File: config.mk
export PLATFORM = sky130hd
export DESIGN_NAME = barrel_shift_seq_flat
export DESIGN_NICKNAME = d
export VERILOG_FILES = /design/src/rtl/barrel_shift_seq_if.sv /design/src/rtl/barrel_shift_seq.sv /design/src/flat_wrapper.sv
export SDC_FILE = /design/constraint.sdc
export NUM_CORES = 1
export LEC_CHECK = 0
export ABC_AREA = 1
export CAP_MARGIN = 10
export CORE_AREA = 2 2 74 76
export DETAILED_ROUTE_END_ITERATION = 7
export DIE_AREA = 0 0 76 78
export PLACE_DENSITY = 0.91
export SLEW_MARGIN = 0
export SYNTH_ARGS = -nofsm -noshare
export SYNTH_HDL_FRONTEND = slang
export SYNTH_SLANG_ARGS = --single-unit
File: constraint.sdc
create_clock -name clk -period 4.13 [get_ports clk]
set_input_delay 0.413 -clock clk [delete_from_list [all_inputs] [get_ports clk]]
set_output_delay 0.413 -clock clk [all_outputs]
set_load 0.02 [all_outputs]
File: src/rtl/barrel_shift_seq_if.sv
// Command/shifter bundle for barrel_shift_seq.
// The master side drives the command inputs and the combinational shifter
// result; the slave side (the sequencer) drives the registered shifter
// controls, captured result and status strobes.
interface barrel_shift_seq_if #(
  parameter int WIDTH = 16,
  parameter int SHW   = 4
);
  logic             start;
  logic [WIDTH-1:0] din;
  logic             dir;
  logic             rot;
  logic [SHW-1:0]   last;
  logic [SHW-1:0]   stride;
  logic             loop;
  logic             abort;
  logic             tick;
  logic [WIDTH-1:0] sh_din;
  logic [SHW-1:0]   sh_shamt;
  logic             sh_dir;
  logic             sh_rot;
  logic [WIDTH-1:0] sh_dout;
  logic [WIDTH-1:0] result;
  logic             result_vld;
  logic             busy;
  logic             done;

  modport master (
    output start, din, dir, rot, last, stride, loop, abort, tick, sh_dout,
    input  sh_din, sh_shamt, sh_dir, sh_rot, result, result_vld, busy, done
  );

  modport slave (
    input  start, din, dir, rot, last, stride, loop, abort, tick, sh_dout,
    output sh_din, sh_shamt, sh_dir, sh_rot, result, result_vld, busy, done
  );
endinterface

File: src/rtl/barrel_shift_seq.sv
// barrel_shift_seq: sweeps the shift amount of an external combinational
// 16-bit barrel shifter from 0 up to a programmed limit, capturing the
// shifter output on every prescaler tick.
// Optional feature: define BSEQ_LOOP_EN to allow a latched loop request to
// wrap the sweep back to shift amount 0 instead of finishing.
module barrel_shift_seq #(
  parameter int WIDTH = 16,
  parameter int SHW   = 4
) (
  input logic               clk,
  input logic               rst_n,
  barrel_shift_seq_if.slave bus
);

  typedef enum logic [1:0] {IDLE, LOAD, STEP, DONE} state_t;

  state_t         state;
  state_t         state_nx;
  logic [SHW-1:0] last_r;
  logic [SHW-1:0] stride_r;
  logic [SHW-1:0] step;
  logic [SHW:0]   next_ext;
  logic           at_end;
  logic           capture;
  logic           accept;
  logic           wrap_en;

  // Stride of zero behaves as one so the sweep always advances.
  assign step     = (stride_r == '0) ? {{(SHW-1){1'b0}}, 1'b1} : stride_r;
  // One extra bit so a step past the top of the range cannot wrap around.
  assign next_ext = {1'b0, bus.sh_shamt} + {1'b0, step};
  assign at_end   = (bus.sh_shamt == last_r) || (next_ext > {1'b0, last_r});
  assign capture  = (state == STEP) && bus.tick && !bus.abort;
  assign accept   = (state == IDLE) && bus.start && !bus.abort;

`ifdef BSEQ_LOOP_EN
  logic loop_r;

  assign wrap_en = loop_r;

  // Loop request is sampled together with the rest of the command.
  always_ff @(posedge clk or negedge rst_n) begin
    if (!rst_n) begin
      loop_r <= 1'b0;
    end else if (accept) begin
      loop_r <= bus.loop;
    end
  end
`else
  logic unused_loop;

  assign unused_loop = bus.loop;
  assign wrap_en     = 1'b0;
`endif

  // State register.
  always_ff @(posedge clk or negedge rst_n) begin
    if (!rst_n) begin
      state <= IDLE;
    end else begin
      state <= state_nx;
    end
  end

  // Next-state decode plus busy/done, both pure functions of the state.
  always_comb begin
    state_nx = state;
    bus.busy = 1'b1;
    bus.done = 1'b0;
    case (state)
      IDLE: begin
        bus.busy = 1'b0;
        if (accept) state_nx = LOAD;
      end
      LOAD: state_nx = bus.abort ? IDLE : STEP;
      STEP: begin
        if (bus.abort) begin
          state_nx = IDLE;
        end else if (bus.tick && at_end && !wrap_en) begin
          state_nx = DONE;
        end
      end
      DONE: begin
        bus.done = 1'b1;
        state_nx = IDLE;
      end
      default: state_nx = IDLE;
    endcase
  end

  // Command latch, shift-amount stepping and result capture; abort freezes all of it.
  always_ff @(posedge clk or negedge rst_n) begin
    if (!rst_n) begin
      bus.sh_din     <= {WIDTH{1'b0}};
      bus.sh_shamt   <= '0;
      bus.sh_dir     <= 1'b0;
      bus.sh_rot     <= 1'b0;
      bus.result     <= {WIDTH{1'b0}};
      bus.result_vld <= 1'b0;
      last_r         <= '0;
      stride_r       <= '0;
    end else begin
      bus.result_vld <= 1'b0;
      if (accept) begin
        bus.sh_din <= bus.din;
        bus.sh_dir <= bus.dir;
        bus.sh_rot <= bus.rot;
        last_r     <= bus.last;
        stride_r   <= bus.stride;
      end
      if (state == LOAD && !bus.abort) begin
        bus.sh_shamt <= '0;
      end
      if (capture) begin
        bus.result     <= bus.sh_dout;
        bus.result_vld <= 1'b1;
        if (!at_end) begin
          bus.sh_shamt <= next_ext[SHW-1:0];
        end else if (wrap_en) begin
          bus.sh_shamt <= '0;
        end
      end
    end
  end

endmodule

File: src/flat_wrapper.sv
// flat-port wrapper written by rule: the top's interface ports become plain ports
module barrel_shift_seq_flat 
#(
  parameter int WIDTH = 16,
  parameter int SHW   = 4
)
  (clk, rst_n, bus_start, bus_din, bus_dir, bus_rot, bus_last, bus_stride, bus_loop, bus_abort, bus_tick, bus_sh_dout, bus_sh_din, bus_sh_shamt, bus_sh_dir, bus_sh_rot, bus_result, bus_result_vld, bus_busy, bus_done);
  barrel_shift_seq_if #(.WIDTH(WIDTH), .SHW(SHW)) bus_i ();
  input logic clk;
  input logic rst_n;
  input wire logic [$bits(bus_i.start)-1:0] bus_start;
  input wire logic [$bits(bus_i.din)-1:0] bus_din;
  input wire logic [$bits(bus_i.dir)-1:0] bus_dir;
  input wire logic [$bits(bus_i.rot)-1:0] bus_rot;
  input wire logic [$bits(bus_i.last)-1:0] bus_last;
  input wire logic [$bits(bus_i.stride)-1:0] bus_stride;
  input wire logic [$bits(bus_i.loop)-1:0] bus_loop;
  input wire logic [$bits(bus_i.abort)-1:0] bus_abort;
  input wire logic [$bits(bus_i.tick)-1:0] bus_tick;
  input wire logic [$bits(bus_i.sh_dout)-1:0] bus_sh_dout;
  output wire logic [$bits(bus_i.sh_din)-1:0] bus_sh_din;
  output wire logic [$bits(bus_i.sh_shamt)-1:0] bus_sh_shamt;
  output wire logic [$bits(bus_i.sh_dir)-1:0] bus_sh_dir;
  output wire logic [$bits(bus_i.sh_rot)-1:0] bus_sh_rot;
  output wire logic [$bits(bus_i.result)-1:0] bus_result;
  output wire logic [$bits(bus_i.result_vld)-1:0] bus_result_vld;
  output wire logic [$bits(bus_i.busy)-1:0] bus_busy;
  output wire logic [$bits(bus_i.done)-1:0] bus_done;
  assign bus_i.start = bus_start;
  assign bus_i.din = bus_din;
  assign bus_i.dir = bus_dir;
  assign bus_i.rot = bus_rot;
  assign bus_i.last = bus_last;
  assign bus_i.stride = bus_stride;
  assign bus_i.loop = bus_loop;
  assign bus_i.abort = bus_abort;
  assign bus_i.tick = bus_tick;
  assign bus_i.sh_dout = bus_sh_dout;
  assign bus_sh_din = bus_i.sh_din;
  assign bus_sh_shamt = bus_i.sh_shamt;
  assign bus_sh_dir = bus_i.sh_dir;
  assign bus_sh_rot = bus_i.sh_rot;
  assign bus_result = bus_i.result;
  assign bus_result_vld = bus_i.result_vld;
  assign bus_busy = bus_i.busy;
  assign bus_done = bus_i.done;
  barrel_shift_seq #(.WIDTH(WIDTH), .SHW(SHW)) u_core (.clk(clk), .rst_n(rst_n), .bus(bus_i));
endmodule
## Word-level counts from Yosys, hierarchy flattened

Index checks and enable logic that the tools add are counted.

- Add/subtract/negate cells: 1
- Multipliers: 0
- Div/mod/pow operators: 0
- $lt $le $gt $ge: 1
- Equal/unequal tests: 6
- Shift operators: 0
- Mux-type cells: 12
- Bitwise logic cells: 0
- Reductions and logical operators: 11

Operators with widths:

| cell | number |
|---|---|
| $mux 4 | 4 |
| $mux 2 | 4 |
| $pmux 2 s4 | 1 |
| $logic_and 1x1->1 | 6 |
| $add 4x4->5 | 1 |
| $gt 5x4->1 | 1 |
| $eq 2x2->1 const B | 2 |
| $eq 4x4->1 | 1 |
| $logic_not 4->1 | 1 |
| $mux 1 | 3 |
| $ne 3x3->1 const B | 1 |
| $eq 2x1->1 const B | 1 |
| $logic_not 2->1 | 1 |
| $ne 2x1->1 const B | 1 |
| $reduce_and 2->1 | 1 |
| $logic_not 1->1 | 1 |
| $logic_or 1x1->1 | 1 |

- Flip-flop bits (word level): 49
- Bits in latches: 0
- Memory bits (writable): 0
- ROM bits: 0
- Bits of input ports: 48
- Output and inout bits: 41
- Logic and storage cells: 40
- Memories: 0

## Logic depth before layout (Yosys ltp)

- Word-level depth: 9
- Mapped depth: 16
- Mapped depth without buffers: 16

## Worst setup path after synthesis

Ideal clock, no wire load.

- Kind: reg2reg
- Start: reg u_core.bus.sh_shamt[0]
- End: reg u_core.bus.sh_shamt[1]
- Library setup time: 0.126 ns
- Data arrival time: 2.173 ns
- Required time: 4.004 ns
- Slack: 1.831 ns
- Stages on the path, launching flop included: 13
- Path buffers: 0
- Period minus slack after synthesis: 2.299 ns
- Path through: dfrtp_1 > ha_1 > fa_1 > xor2_1 > ha_1 > nand2_1 > nand2_1 > nand2_1 > nand3_1 > nand2_1 > nand3_1 > nor2_4 > o21ai_0

- Cells in the longest elaborated chain, start to end: 5
- Elaborated cells between the ends (all ways): 6
- Classes of those cells: add/sub (1); order compare (1); eq/ne (1); mux (2); reduce/logical (1)

RTL lines:

| item | line | RTL |
|---|---|---|
| from (decl) | barrel_shift_seq_if.sv:35 | `output sh_din, sh_shamt, sh_dir, sh_rot, result, result_vld, busy, done` |
| from (signal assigned) | barrel_shift_seq.sv:118 | `bus.sh_shamt <= next_ext[SHW-1:0];` |
| $add 4x4->5 | barrel_shift_seq.sv:31 | `assign next_ext = {1'b0, bus.sh_shamt} + {1'b0, step};` |
| $gt 5x4->1 | barrel_shift_seq.sv:32 | `assign at_end = (bus.sh_shamt == last_r) \|\| (next_ext > {1'b0, last_r});` |
| $logic_or 1x1->1 | barrel_shift_seq.sv:32 |  |
| $mux 4 * | barrel_shift_seq.sv:117 | `if (!at_end) begin` |
| $mux 4 * | barrel_shift_seq.sv:114 | `if (capture) begin` |

Every way passes the cells marked *; elsewhere a longest branch is shown, timed or not.
A chain may end at the register's enable or synchronous reset.

## Final worst setup path

- Start: reg u_core.stride_r[1]
- End: reg u_core.bus.sh_shamt[0]

- Cells in the longest elaborated chain, start to end: 7

RTL lines:

| item | line | RTL |
|---|---|---|
| from (decl) | barrel_shift_seq.sv:20 | `logic [SHW-1:0] stride_r;` |
| from (signal assigned) | barrel_shift_seq.sv:109 | `stride_r <= bus.stride;` |
| $logic_not 4->1 | barrel_shift_seq.sv:29 | `assign step = (stride_r == '0) ? {{(SHW-1){1'b0}}, 1'b1} : stride_r;` |
| $mux 4 * | barrel_shift_seq.sv:29 |  |
| $add 4x4->5 * | barrel_shift_seq.sv:31 |  |
| $gt 5x4->1 | barrel_shift_seq.sv:32 |  |
| $logic_or 1x1->1 | barrel_shift_seq.sv:32 |  |
| $mux 4 * | barrel_shift_seq.sv:117 |  |
| $mux 4 * | barrel_shift_seq.sv:114 |  |

Marked as above.

==> flow_metrics.py <==
metrics = {
    "clock_network": {
        "clk_path_buf_depth": 2,
        "cts.sinks": 49,
        "post_cts_buffers": 0,
        "post_cts_resized": 0,
        "worstSkewPairLatency_ns": 0.30,
        "cts_tree": "built",
        "ctsRootBufferMaster": "clkbuf_8",
        "htree_levels": 2,
        "clk_pin_slew_ns": 0.09,
        "cts_hold_buf": 0,
        "numCtsBuffers": 5,
    },
    "die": {
        "start_util_pct": 45.9,
        "dieArea_sq_um": 5930,
        "die_h_um": 78,
        "core_sq_um": 5040,
        "rows": 26,
        "die_x_um": 76,
        "boundaryPins": 89,
    },
    "detailed_routing": {
        "vias": 1732,
        "via_per_inst": 4.61,
        "routed_wl_um": 4920,
        "routedWlPerCell_um": 13.1,
        "drcViolationCount": 0,
        "ant_nets": 0,
        "drtPass1Iterations": 4,
        "dr.first_iter.drc_count": 58,
    },
    "setup_path": {
        "end_kind": "flip-flop",
        "critPathArrivalTime_ns": 2.75,
        "cp.required_ns": 4.31,
        "crit_buf_inv": 0,
        "critPathLaunchType": "flip-flop",
        "critical_path_class": "flip-flop to flip-flop",
        "cp_max_fo": 8,
        "cpLargestDelayFamily": "adder cells",
        "critical_path_cell_count": 13,
        "rr_worst_depth": 13,
        "cp_slowest_stage_delay_ns": 0.44,
        "cp_cell_sequence": "o31ai_1 -> ha_1 -> fa_1 -> xor2_1 -> ha_1 -> nand2_1 -> nand2_1 -> nand2_1 -> nand3_1 -> nand2_1 -> nand3_1 -> nor2_4 -> o21ai_0",
        "cp-startpoint": "u_core.stride_r[1]$_DFFE_PN0P_",
        "path_common_cell": "nand2_1",
        "worstReg2RegStart": "u_core.stride_r[1]$_DFFE_PN0P_",
        "slowest_stage": "dfrtp_1",
    },
    "global_routing": {
        "grt_max_degree": 50,
        "antenna_found_initial": 0,
        "grt_pass1_vias": 1773,
        "grt_pass1_wl_um": 8330,
        "track_usage_pct": 17.6,
        "grt-ovfl-total": 0,
    },
    "pwr": {
        "worst_ir_drop_vdd_uv": 380,
        "power_density_nw_per_um2": 750,
        "power.leakage_nw": 1.61,
    },
    "synth": {
        "synth_xor_area_share_pct": 1.14,
        "synth_flop_cell": "dfrtp_1",
        "synth_edf_count": 0,
        "synth_compound_area_share_pct": 3.03,
        "ys_types": 27,
        "yosys_warnings": 0,
        "yosys.area.top_type_share_pct": 53.0,
        "synth_top_area_cell": "dfrtp_1",
        "syn_area_sq_um": 2310,
        "synthCells": 219,
        "postSynthAreaPerCell_sq_um": 10.6,
        "async_flop_share_pct": 100,
        "yosysSeqAreaShare_pct": 53.0,
        "synthTopCellsByArea": "dfrtp_1 53%, nand2_1 12%, mux2_4 12%",
        "ys_ff_latch": 49,
        "synthMuxAreaShare_pct": 13.3,
        "synth-adder-area-share_pct": 5.19,
        "synth_top_family_by_area": "simple AND/OR/NAND/NOR gates",
        "yosys.area_share.simple_pct": 18.5,
        "syn_nets": 276,
    },
    "final_layout": {
        "final_core_util_pct": 65.3,
        "antennaDiodeCount": 0,
        "syn_to_final_growth_pct": 42.3,
        "final_nets": 362,
        "drive_gt1_share_pct": 12.1,
    },
    "timing": {
        "max_freq_ghz": 0.389,
        "skew_ns": 0.00444,
        "rsz0062_at_grt": "no",
        "hold_viol": 0,
        "timing.final.crit_period_ns": 2.57,
        "setup_tns_ns": 0,
        "min_period_over_period_pct": 62.2,
        "slew-limit-headroom_pct": 28.3,
        "slew_violations": 0,
        "setup_viol": 0,
        "worst_pin_slew_ns": 1.08,
    },
    "placement": {
        "io_buffers": 87,
        "dp_hpwl_um": 3620,
        "place.gp.congestion": 0.763,
    },
    "worst_hold_path": {
        "hp-class": "primary input to async pin",
    },
    "flow_run": {
        "cap_viol_max_count": 0,
    },
    "run_status": {
        "status": "finished clean",
    },
}
==> routing by layer <==
metal | vias up | GRT usage, % | wire, um
li1 | 860 | - | -
met1 | 817 | 20.7 | 1990
met2 | 50 | 31.0 | 2550
met3 | 5 | 5.93 | 329
met4 | 0 | 4.73 | 47
met5 | - | 0 | 0
==> where the power goes <==
part | internal [W] | leakage [nW] | switching [W]
sequential | 0.000698 | 0.599 | 0.000156
clock | 0.000120 | 0.0385 | 0.000155
combinational | 0.000680 | 0.970 | 0.000660
total | 0.00150 | 1.61 | 0.000971
==> synthesized netlist by cell type (2+ instances only) <==
master	count
a21oi_1	7
buf_6	3
clkbuf_1	3
dfrtp_1	49
ha_1	8
inv_1	15
mux2_2	2
mux2_4	19
nand2_1	77
nand3_1	4
nand4_1	2
nor2_1	9
nor2_4	2
o21ai_0	4
xor2_1	3
==> registers in the layout, summed over array words and instances, names as in the netlist <==
register	cells
u_core.bus.sh_dir	1
u_core.bus.sh_shamt	4
u_core.bus.result	16
u_core.bus.sh_din	16
u_core.bus.sh_rot	1
u_core.last_r	4
u_core.bus.result_vld	1
u_core.stride_r	4
u_core.state	2
==> final cells by class <==
type / count / area (sq um)
fillers: 416 / 1750
flip-flops and latches: 49 / 1230
multi-input cells: 144 / 952
repair buffers: 87 / 866
well taps: 70 / 87.6
inverters: 18 / 77.6
clock buffers: 7 / 76.3
clock inverters: 1 / 7.51
==> final timing paths <==
kind	endpoint	slack, ns
worst max-delay path	u_core.bus.sh_shamt[0]$_DFF_PN0_	1.56
worst min-delay path	u_core.bus.sh_shamt[0]$_DFF_PN0_	0.31
worst max register to register	u_core.bus.sh_shamt[0]$_DFF_PN0_	1.56
worst min register to register	u_core.bus.result[4]$_DFFE_PN0P_	0.48
max in group asynchronous	u_core.bus.result[2]$_DFFE_PN0P_	3.16
min in group clk	u_core.bus.result[4]$_DFFE_PN0P_	0.48
==> cells in the final DEF, fill, tap and decap left out, drive strengths merged, types with 4 or more instances in the layout <==
cell,synthesis,final
nand3,5,5
o21ai,4,4
clkdlybuf4s50,0,86
clkbuf,3,7
mux2,21,21
ha,8,8
nor2,12,12
nand2,79,79
a21oi,7,7
dfrtp,49,49
inv,17,17
==> per-stage QoR <==
step	setup WS (ns)	hold WS [ns]	total power (W)	instances	area, sq um
3_5_place_dp	1.60	0.466	0.00220	368	3210
4_1_cts	1.56	0.345	0.00250	376	3290
3_3_place_gp	1.68	0.461	0.00216	368	3210
2_1_floorplan	1.83	0.117	0.00167	219	2310
5_1_grt	1.35	0.401	0.00265	376	3290
6_report	1.56	0.309	0.00247	376	3290
==> logic make-up (layout without fill, tap and decap cells) <==
group,Yosys count,after routing
AND/OR/NAND/NOR,98,98
flip-flops,49,49
buffers and inverters,26,113
multiplexers,21,21
AO/OA/AOI/OAI,13,13
adder cells (fa/ha/maj),9,9
XOR/XNOR,3,3
Power figures use the tool's default switching activity.
